**src/rtl/video_dma_writer.sv**
```systemverilog
// Video DMA writer: stages a pixel beat stream in a small FIFO and hands it, one beat
// at a time, to an AXI write engine with incrementing byte addresses.
module video_dma_writer #(
    parameter int unsigned LOWRISC_AXI_DATA_WIDTH = 64,
    parameter int unsigned VIDEOMEM_SIZE          = 18,
    parameter int unsigned FIFO_DEPTH             = 4
) (
    input  logic                              clk,
    input  logic                              rst,
    input  logic                              start,
    input  logic [VIDEOMEM_SIZE-1:0]          base_addr,
    input  logic [15:0]                       beat_count,
    input  logic                              in_valid,
    input  logic [LOWRISC_AXI_DATA_WIDTH-1:0] in_data,
    output logic                              in_ready,
    output logic                              data_avail,
    output logic [VIDEOMEM_SIZE-1:0]          addr,
    output logic [LOWRISC_AXI_DATA_WIDTH-1:0] data,
    output logic                              final_packet,
    input  logic                              wr_done,
    output logic                              busy,
    output logic                              done
);

    localparam int unsigned PtrW      = (FIFO_DEPTH > 1) ? $clog2(FIFO_DEPTH) : 1;
    localparam int unsigned BeatBytes = LOWRISC_AXI_DATA_WIDTH / 8;

    typedef logic [PtrW-1:0] ptr_t;
    typedef logic [PtrW:0]   occ_t;

    typedef enum logic [1:0] {
        StIdle,
        StFetch,
        StIssue,
        StFinish
    } state_e;

    state_e                            state_q, state_d;
    logic [VIDEOMEM_SIZE-1:0]          base_q, base_d;
    logic [15:0]                       count_q, count_d;
    logic [15:0]                       accepted_cnt_q, accepted_cnt_d;
    logic [15:0]                       issued_cnt_q, issued_cnt_d;

    logic [LOWRISC_AXI_DATA_WIDTH-1:0] mem_q [FIFO_DEPTH];
    logic [LOWRISC_AXI_DATA_WIDTH-1:0] mem_d [FIFO_DEPTH];
    ptr_t                              wr_ptr_q, wr_ptr_d;
    ptr_t                              rd_ptr_q, rd_ptr_d;
    occ_t                              occ_q, occ_d;

    logic                              data_avail_q, data_avail_d;
    logic [VIDEOMEM_SIZE-1:0]          addr_q, addr_d;
    logic [LOWRISC_AXI_DATA_WIDTH-1:0] data_q, data_d;
    logic                              final_q, final_d;
    logic                              busy_q, busy_d;
    logic                              done_q, done_d;

    logic fifo_full;
    logic fifo_empty;
    logic push;
    logic pop;

    assign fifo_full  = (occ_q == occ_t'(FIFO_DEPTH));
    assign fifo_empty = (occ_q == '0);

    // Once every beat of the transfer has been accepted, surplus stream beats stay stalled.
    assign in_ready = busy_q && !fifo_full && (accepted_cnt_q != count_q);

    assign push = in_valid && in_ready;
    assign pop  = (state_q == StIssue) && wr_done;

    always_comb begin
        state_d        = state_q;
        base_d         = base_q;
        count_d        = count_q;
        accepted_cnt_d = accepted_cnt_q;
        issued_cnt_d   = issued_cnt_q;
        mem_d          = mem_q;
        wr_ptr_d       = wr_ptr_q;
        rd_ptr_d       = rd_ptr_q;
        occ_d          = occ_q;
        data_avail_d   = data_avail_q;
        addr_d         = addr_q;
        data_d         = data_q;
        final_d        = final_q;

        if (push) begin
            mem_d[wr_ptr_q] = in_data;
            wr_ptr_d        = wr_ptr_q + ptr_t'(1);
            accepted_cnt_d  = accepted_cnt_q + 16'd1;
        end
        if (pop) begin
            rd_ptr_d = rd_ptr_q + ptr_t'(1);
        end
        unique case ({push, pop})
            2'b10:   occ_d = occ_q + occ_t'(1);
            2'b01:   occ_d = occ_q - occ_t'(1);
            default: occ_d = occ_q;
        endcase

        unique case (state_q)
            StIdle: begin
                if (start) begin
                    base_d         = base_addr;
                    count_d        = beat_count;
                    accepted_cnt_d = '0;
                    issued_cnt_d   = '0;
                    wr_ptr_d       = '0;
                    rd_ptr_d       = '0;
                    occ_d          = '0;
                    state_d        = (beat_count == 16'd0) ? StFinish : StFetch;
                end
            end
            StFetch: begin
                // Request fields are captured once here so they stay stable through ISSUE.
                if (!fifo_empty) begin
                    state_d      = StIssue;
                    data_avail_d = 1'b1;
                    addr_d       = base_q + VIDEOMEM_SIZE'(32'(issued_cnt_q) * BeatBytes);
                    data_d       = mem_q[rd_ptr_q];
                    final_d      = (issued_cnt_q == count_q - 16'd1);
                end
            end
            StIssue: begin
                if (wr_done) begin
                    issued_cnt_d = issued_cnt_q + 16'd1;
                    data_avail_d = 1'b0;
                    final_d      = 1'b0;
                    state_d      = final_q ? StFinish : StFetch;
                end
            end
            StFinish: begin
                state_d = StIdle;
            end
            default: begin
                state_d = StIdle;
            end
        endcase

        busy_d = (state_d != StIdle);
        done_d = (state_d == StFinish);
    end

    always_ff @(posedge clk) begin
        if (rst) begin
            state_q        <= StIdle;
            base_q         <= '0;
            count_q        <= '0;
            accepted_cnt_q <= '0;
            issued_cnt_q   <= '0;
            wr_ptr_q       <= '0;
            rd_ptr_q       <= '0;
            occ_q          <= '0;
            data_avail_q   <= 1'b0;
            addr_q         <= '0;
            data_q         <= '0;
            final_q        <= 1'b0;
            busy_q         <= 1'b0;
            done_q         <= 1'b0;
        end else begin
            state_q        <= state_d;
            base_q         <= base_d;
            count_q        <= count_d;
            accepted_cnt_q <= accepted_cnt_d;
            issued_cnt_q   <= issued_cnt_d;
            mem_q          <= mem_d;
            wr_ptr_q       <= wr_ptr_d;
            rd_ptr_q       <= rd_ptr_d;
            occ_q          <= occ_d;
            data_avail_q   <= data_avail_d;
            addr_q         <= addr_d;
            data_q         <= data_d;
            final_q        <= final_d;
            busy_q         <= busy_d;
            done_q         <= done_d;
        end
    end

    assign data_avail   = data_avail_q;
    assign addr         = addr_q;
    assign data         = data_q;
    assign final_packet = final_q;
    assign busy         = busy_q;
    assign done         = done_q;

endmodule

```
**config.mk**
```make
export PLATFORM = sky130hd
export DESIGN_NAME = video_dma_writer
export DESIGN_NICKNAME = d
export VERILOG_FILES = /design/src/rtl/video_dma_writer.sv
export SDC_FILE = /design/constraint.sdc
export NUM_CORES = 1
export LEC_CHECK = 0
export ABC_AREA = 1
export BUFFER_PORTS_ARGS = -buffer_cell sky130_fd_sc_hd__buf_2
export CORE_MARGIN = 1.5
export CORE_UTILIZATION = 50
export DETAILED_ROUTE_END_ITERATION = 16
export HOLD_SLACK_MARGIN = 0.06
export PLACE_DENSITY = 0.78
export RECOVER_POWER = 50
export SLEW_MARGIN = 20
export SYNTH_ARGS = -nofsm -noshare
export SYNTH_HDL_FRONTEND = slang
export SYNTH_SLANG_ARGS = --single-unit
```
**constraint.sdc**
```tcl
create_clock -name clk -period 5.5 [get_ports clk]
set_input_delay 0.275 -clock clk [delete_from_list [all_inputs] [get_ports clk]]
set_output_delay 0.275 -clock clk [all_outputs]
set_load 0.005 [all_outputs]
```
# Yosys cells after proc, flatten, opt, wreduce, memory -nomap -nowiden
# Index checks and enable logic that the tools add are counted.
[op_classes]
addsub = 8
n_bitwise = 4
n_lt_le_gt_ge = 3
n_mux = 32
n_eq_ne = 12
n_reduce_logical = 17
[op_table]
columns = ["cell", "count"]
rows = [
  ["$bwmux W256", 1],
  ["$mux W64", 3],
  ["$bmux W64 S2", 1],
  ["$demux W64 S2", 1],
  ["$mux W16", 5],
  ["$add A16 B1 Y16 const B", 2],
  ["$pmux W16 S2", 1],
  ["$mux W2", 11],
  ["$add A18 B18 Y18", 1],
  ["$eq A16 B16 Y1", 1],
  ["$logic_not A16 Y1", 1],
  ["$ne A16 B16 Y1", 1],
  ["$sub A16 B1 Y16 const B", 1],
  ["$eq A2 B2 Y1 const B", 4],
  ["$pmux W2 S4", 1],
  ["$ge A3 B3 Y1 const B", 2],
  ["$mux W3", 2],
  ["$ne A2 B2 Y1 const B", 3],
  ["$not A2 Y3", 2],
  ["$pmux W3 S2", 1],
  ["$reduce_and A2 Y1", 3],
  ["$reduce_and A3 Y1", 2],
  ["$reduce_bool A2 Y1", 3],
  ["$logic_and A1 B1 Y1", 5],
  ["other kinds (12)", 18],
]
[word_totals]
register_bits = 417
wordCells = 94
output_inout_bits = 87
in_bits = 103

# Depth between registers and ports, before layout
[logic_depth]
ltp_word = 9
mapped_depth = 14
ltp_nobuf = 13

# Worst setup path after synthesis
# No wires, ideal clock.
[synth_path]
kind = "reg2reg"
start = "register count_q[4]"
end = "register mem_q[0] (netlist bit), enable pin"
t_arrival_ps = 3878
setup_time_ps = 486
slack_ps = 1136
path_buffers = 1
synth_period_minus_slack_ps = 4364
path_stages_with_launch = 11
required_time_ps = 5014
path_cell_list = "dfxtp_1 > xor2_1 > nor2_1 > nand2_1 > nor2_1 > nand2_2 > nand3_4 > inv_2 > buf_4 > nand2_1 > nor2_1"
[synth_between]
elab_chain_cells = 4
[synth_lines]
columns = ["element", "line", "source"]
rows = [
  ["start, declared", "40", "logic [15:0] count_q, count_d;"],
  ["start signal, assigned", "162", "count_q <= count_d;"],
  ["$ne A16 B16 Y1", "66", "assign in_ready = busy_q && !fifo_full && (accepted_cnt_q != count_q);"],
  ["$logic_and A1 B1 Y1", "66", ""],
  ["$logic_and A1 B1 Y1", "68", "assign push = in_valid && in_ready;"],
  ["$reduce_and A2 Y1 (no line)", "-", ""],
  ["end signal, assigned", "165", "mem_q <= mem_d;"],
  ["end, declared", "44", "logic [LOWRISC_AXI_DATA_WIDTH-1:0] mem_q [FIFO_DEPTH];"],
]
# No other way between the ends.
# A chain may end at the register's enable or synchronous reset.

# Worst setup path in the final report
[layout_path]
start = "register count_q[10]"
end = "register mem_q[23] (netlist bit), enable pin"
# The elaborated chain is that of the path after synthesis.

==> out/qor.yml <==
yosys:
  ys_seq_area_frac: 0.637
  ys_ff_latch: 417
  syn_nets: 1836
  syn_area_sq_um: 17100
  synthCells: 1709
  synth_cell_types: 39
  post_synth.cell_area_avg_sq_um: 10.0
  yosysWarnings: 0
global_route:
  grt_pass1_wl_um: 69200
  grt_max_degree: 112
  grt_usage: 0.247
  antenna_found_initial: 1
  grt_pass1_vias: 13100
  overflow: 0
worst_setup_path:
  endpoint: "mem_q[23]"
  crit_type: "reg2reg"
  r2r_start: "count_q[10]"
  max_stage_delay_ns: 0.87
  cp.required_ns: 5.73
  worst-path-stages: 10
  endpoint_kind: "register"
  crit_family: "simple AND/OR/NAND/NOR gates"
  reg2reg_depth: 10
  r2r-end: "mem_q[23]"
  crit_path_max_fanout: 32
  critPathLaunch: "count_q[10]"
  worstSetupStartpointType: "register"
  ff2ff_setup_slack_ns: 2.10
  cp_cell_sequence: "xor2_1 -> nor2_1 -> nand2_1 -> nor2_1 -> nand2_2 -> nand3_4 -> inv_2 -> nand2_1 -> nor2_4 -> buf_4"
  cp_data_arrival_time_ns: 3.63
  slowest_stage: "nor2_4"
  path_buf_inv: 2
status:
  status: "complete, but fails checks"
  violations: "max-capacitance violations, max-slew violations"
timing:
  worst_pin_slew_ns: 1.90
  final_hold_viol_count: 0
  slew_violations: 50
  slew_headroom: -0.270
  fmax_mhz: 294
  rsz0062_at_grt: "no"
  final.setup.tns_ns: 0
  layout_min_cycle_time_ns: 3.40
  min_period_over_period: 0.618
  setup_violations: 0
  skew_ns: 0.0267
floorplan:
  dieArea_sq_um: 35400
  die_w_um: 188
  coreArea_sq_um: 33600
  start_util: 0.509
  ios: 190
  die_h_um: 188
  std_cell_rows: 67
place:
  port-buffer-count: 189
  dp_hpwl_um: 27100
  place.gp.congestion: 0.966
  placed_cell_area_sq_um: 18400
  placed_cells: 2273
finish:
  multi_input_area_sq_um: 5510
  mostFrequentLayoutCell: "nor2_1"
  layoutNonFillerInstCount: 2436
  nFillCells: 2748
  fin_nets: 2081
  final_cell_mix: "406 x nor2_1, 271 x o21ai_0, 256 x edfxtp_1"
  areaGrowthSynthToFinish_pct: 19.3
  layout-drive-gt1-share: 0.0891
  fin_area_sq_um: 20400
  seq_area_sq_um: 10900
detailed_routing:
  ant_nets: 0
  drt_iter0_markers: 1185
  dr.pass1.iters: 6
  drc: 0
  viasPerCell: 5.49
  num_vias: 13400
  drt-total-wl_um: 44100
  avgRoutedWirePerCell_um: 18.1
pwr:
  p_seq_frac: 0.521
  swShare: 0.233
  combPwrFrac: 0.069
  power_density_nw_per_um2: 322
  peakVddDrop_mv: 0.285
  p_int_w: 0.00505
  p_leak_nw: 7.60
  clkPwrFrac: 0.410
  p_switching_w: 0.00153
clocking:
  cts_buffers: 41
  tritoncts: "built"
  clockRootBuffer: "clkbuf_16"
  cts.path.max_buffers: 3
  postCtsSetupBuffers: 0
  clk_latency_ns: 0.57
  numClockSinks: 417
  clkTransAtPathRegs_ns: 0.06
  htreeDepth: 2
run:
  maxCapViolations: 1
worst_hold_path:
  hold_path.class: "in2reg"
-- worst min path at each step --
stage          cells past startpoint           from         end
2_1_floorplan                      0     in_data[0]    mem_q[0]
4_1_cts                            3  beat_count[8]  count_q[8]
5_1_grt                            3  beat_count[8]  count_q[8]
3_5_place_dp                       2     data_avail  data_avail
6_report                           3  beat_count[8]  count_q[8]
3_3_place_gp                       2     data_avail  data_avail
-- power groups by stage --
stage,Sequential [W],Clock (W),Combinational [W]
finish,0.00343,0.00270,0.000453
global route,0.00344,0.00284,0.000506
CTS,0.00343,0.00272,0.000459
detailed placement,0.00350,0,0.000408
global placement,0.00349,0,0.000401
floorplan,0.00349,0,0.000250
-- cell usage after synthesis (all sizes together) --
cell	instances	area (sq um)
ha	22	275
a31oi	66	413
a211oi	6	45.0
xnor2	12	105
a21o	1	7.51
nor2	416	1580
o221ai	1	8.76
nand3	40	218
inv	93	349
a21oi	49	245
buf	37	186
clkbuf	51	191
o21bai	3	22.5
o21ai	272	1360
nand2	138	543
nand3b	3	22.5
a21boi	2	15.0
dfxtp	161	3220
nor3b	2	15.0
xor2	38	333
edfxtp	256	7690
a2bb2oi	1	8.76
or2	2	12.5
o211ai	3	22.5
nor4	3	18.8
nor3	22	125
nand4	7	43.8
fa	2	40.0
-- flip-flops by register name (all words and copies together), names as in the netlist, 2 cells and up --
name / count
accepted_cnt_q: 16
addr: 18
base_q: 18
count_q: 16
data: 64
issued_cnt_q: 16
mem_q: 256
occ_q: 3
rd_ptr_q: 2
state_q: 2
wr_ptr_q: 2
-- cells by family (layout without fill, tap and decap cells) --
logic type,Yosys count,in the layout,share of synthesized area
AO/OA/AOI/OAI,404,404,0.126
buffers and inverters,181,459,0.0425
AND/OR/NAND/NOR,633,633,0.151
other,0,1,0
flip-flops,417,417,0.637
adder cells (fa/ha/maj),24,24,0.0184
XOR/XNOR,50,50,0.0256
-- layer usage --
layer | wire (um) | track usage | part of all wire | vias to the layer above
met3 | 3370 | 0.0423 | 0.076 | 82
met1 | 18200 | 0.326 | 0.41 | 6346
met5 | 0 | 0 | 0 | -
met2 | 21500 | 0.414 | 0.49 | 587
met4 | 1010 | 0.0782 | 0.023 | 0
li1 | - | - | - | 6370
-- metrics by stage --
stage / hold WS [ns] / setup slack (ns) / power (W) / util
global route: 0.0972 / 1.74 / 0.00679 / 0.608
finish: 0.0634 / 2.10 / 0.00658 / 0.608
CTS: 0.0610 / 2.10 / 0.00661 / 0.611
detailed placement: 0.457 / 2.13 / 0.00390 / 0.547
floorplan: 0.374 / 1.14 / 0.00374 / -
global placement: 0.450 / 2.14 / 0.00389 / 0.547
-- timing repair --
item | 4_1_cts | 5_1_grt
resized for setup | 0 | 0
hold buffers | 85 | 0
endpoints found under the hold margin | 277 | 0
endpoints found under the setup margin | 0 | 0
-- final cells by class --
type,count,share of cell area
inverter,93,0.0172
sequential,417,0.534
antenna,1,0.000123
clock buffer,61,0.0573
clock inverter,15,0.00631
multi-input combinational,1111,0.270
timing repair buffer,290,0.0875
tap,448,0.0274
-- worst min-delay path, delay by kind of cell --
| family | cells | cell delay (ns) |
|---|---|---|
| AOI/OAI and AO/OA | 2 | 0.22 |
| buffers and inverters | 1 | 0.09 |
(Power assumes the default switching activity.)
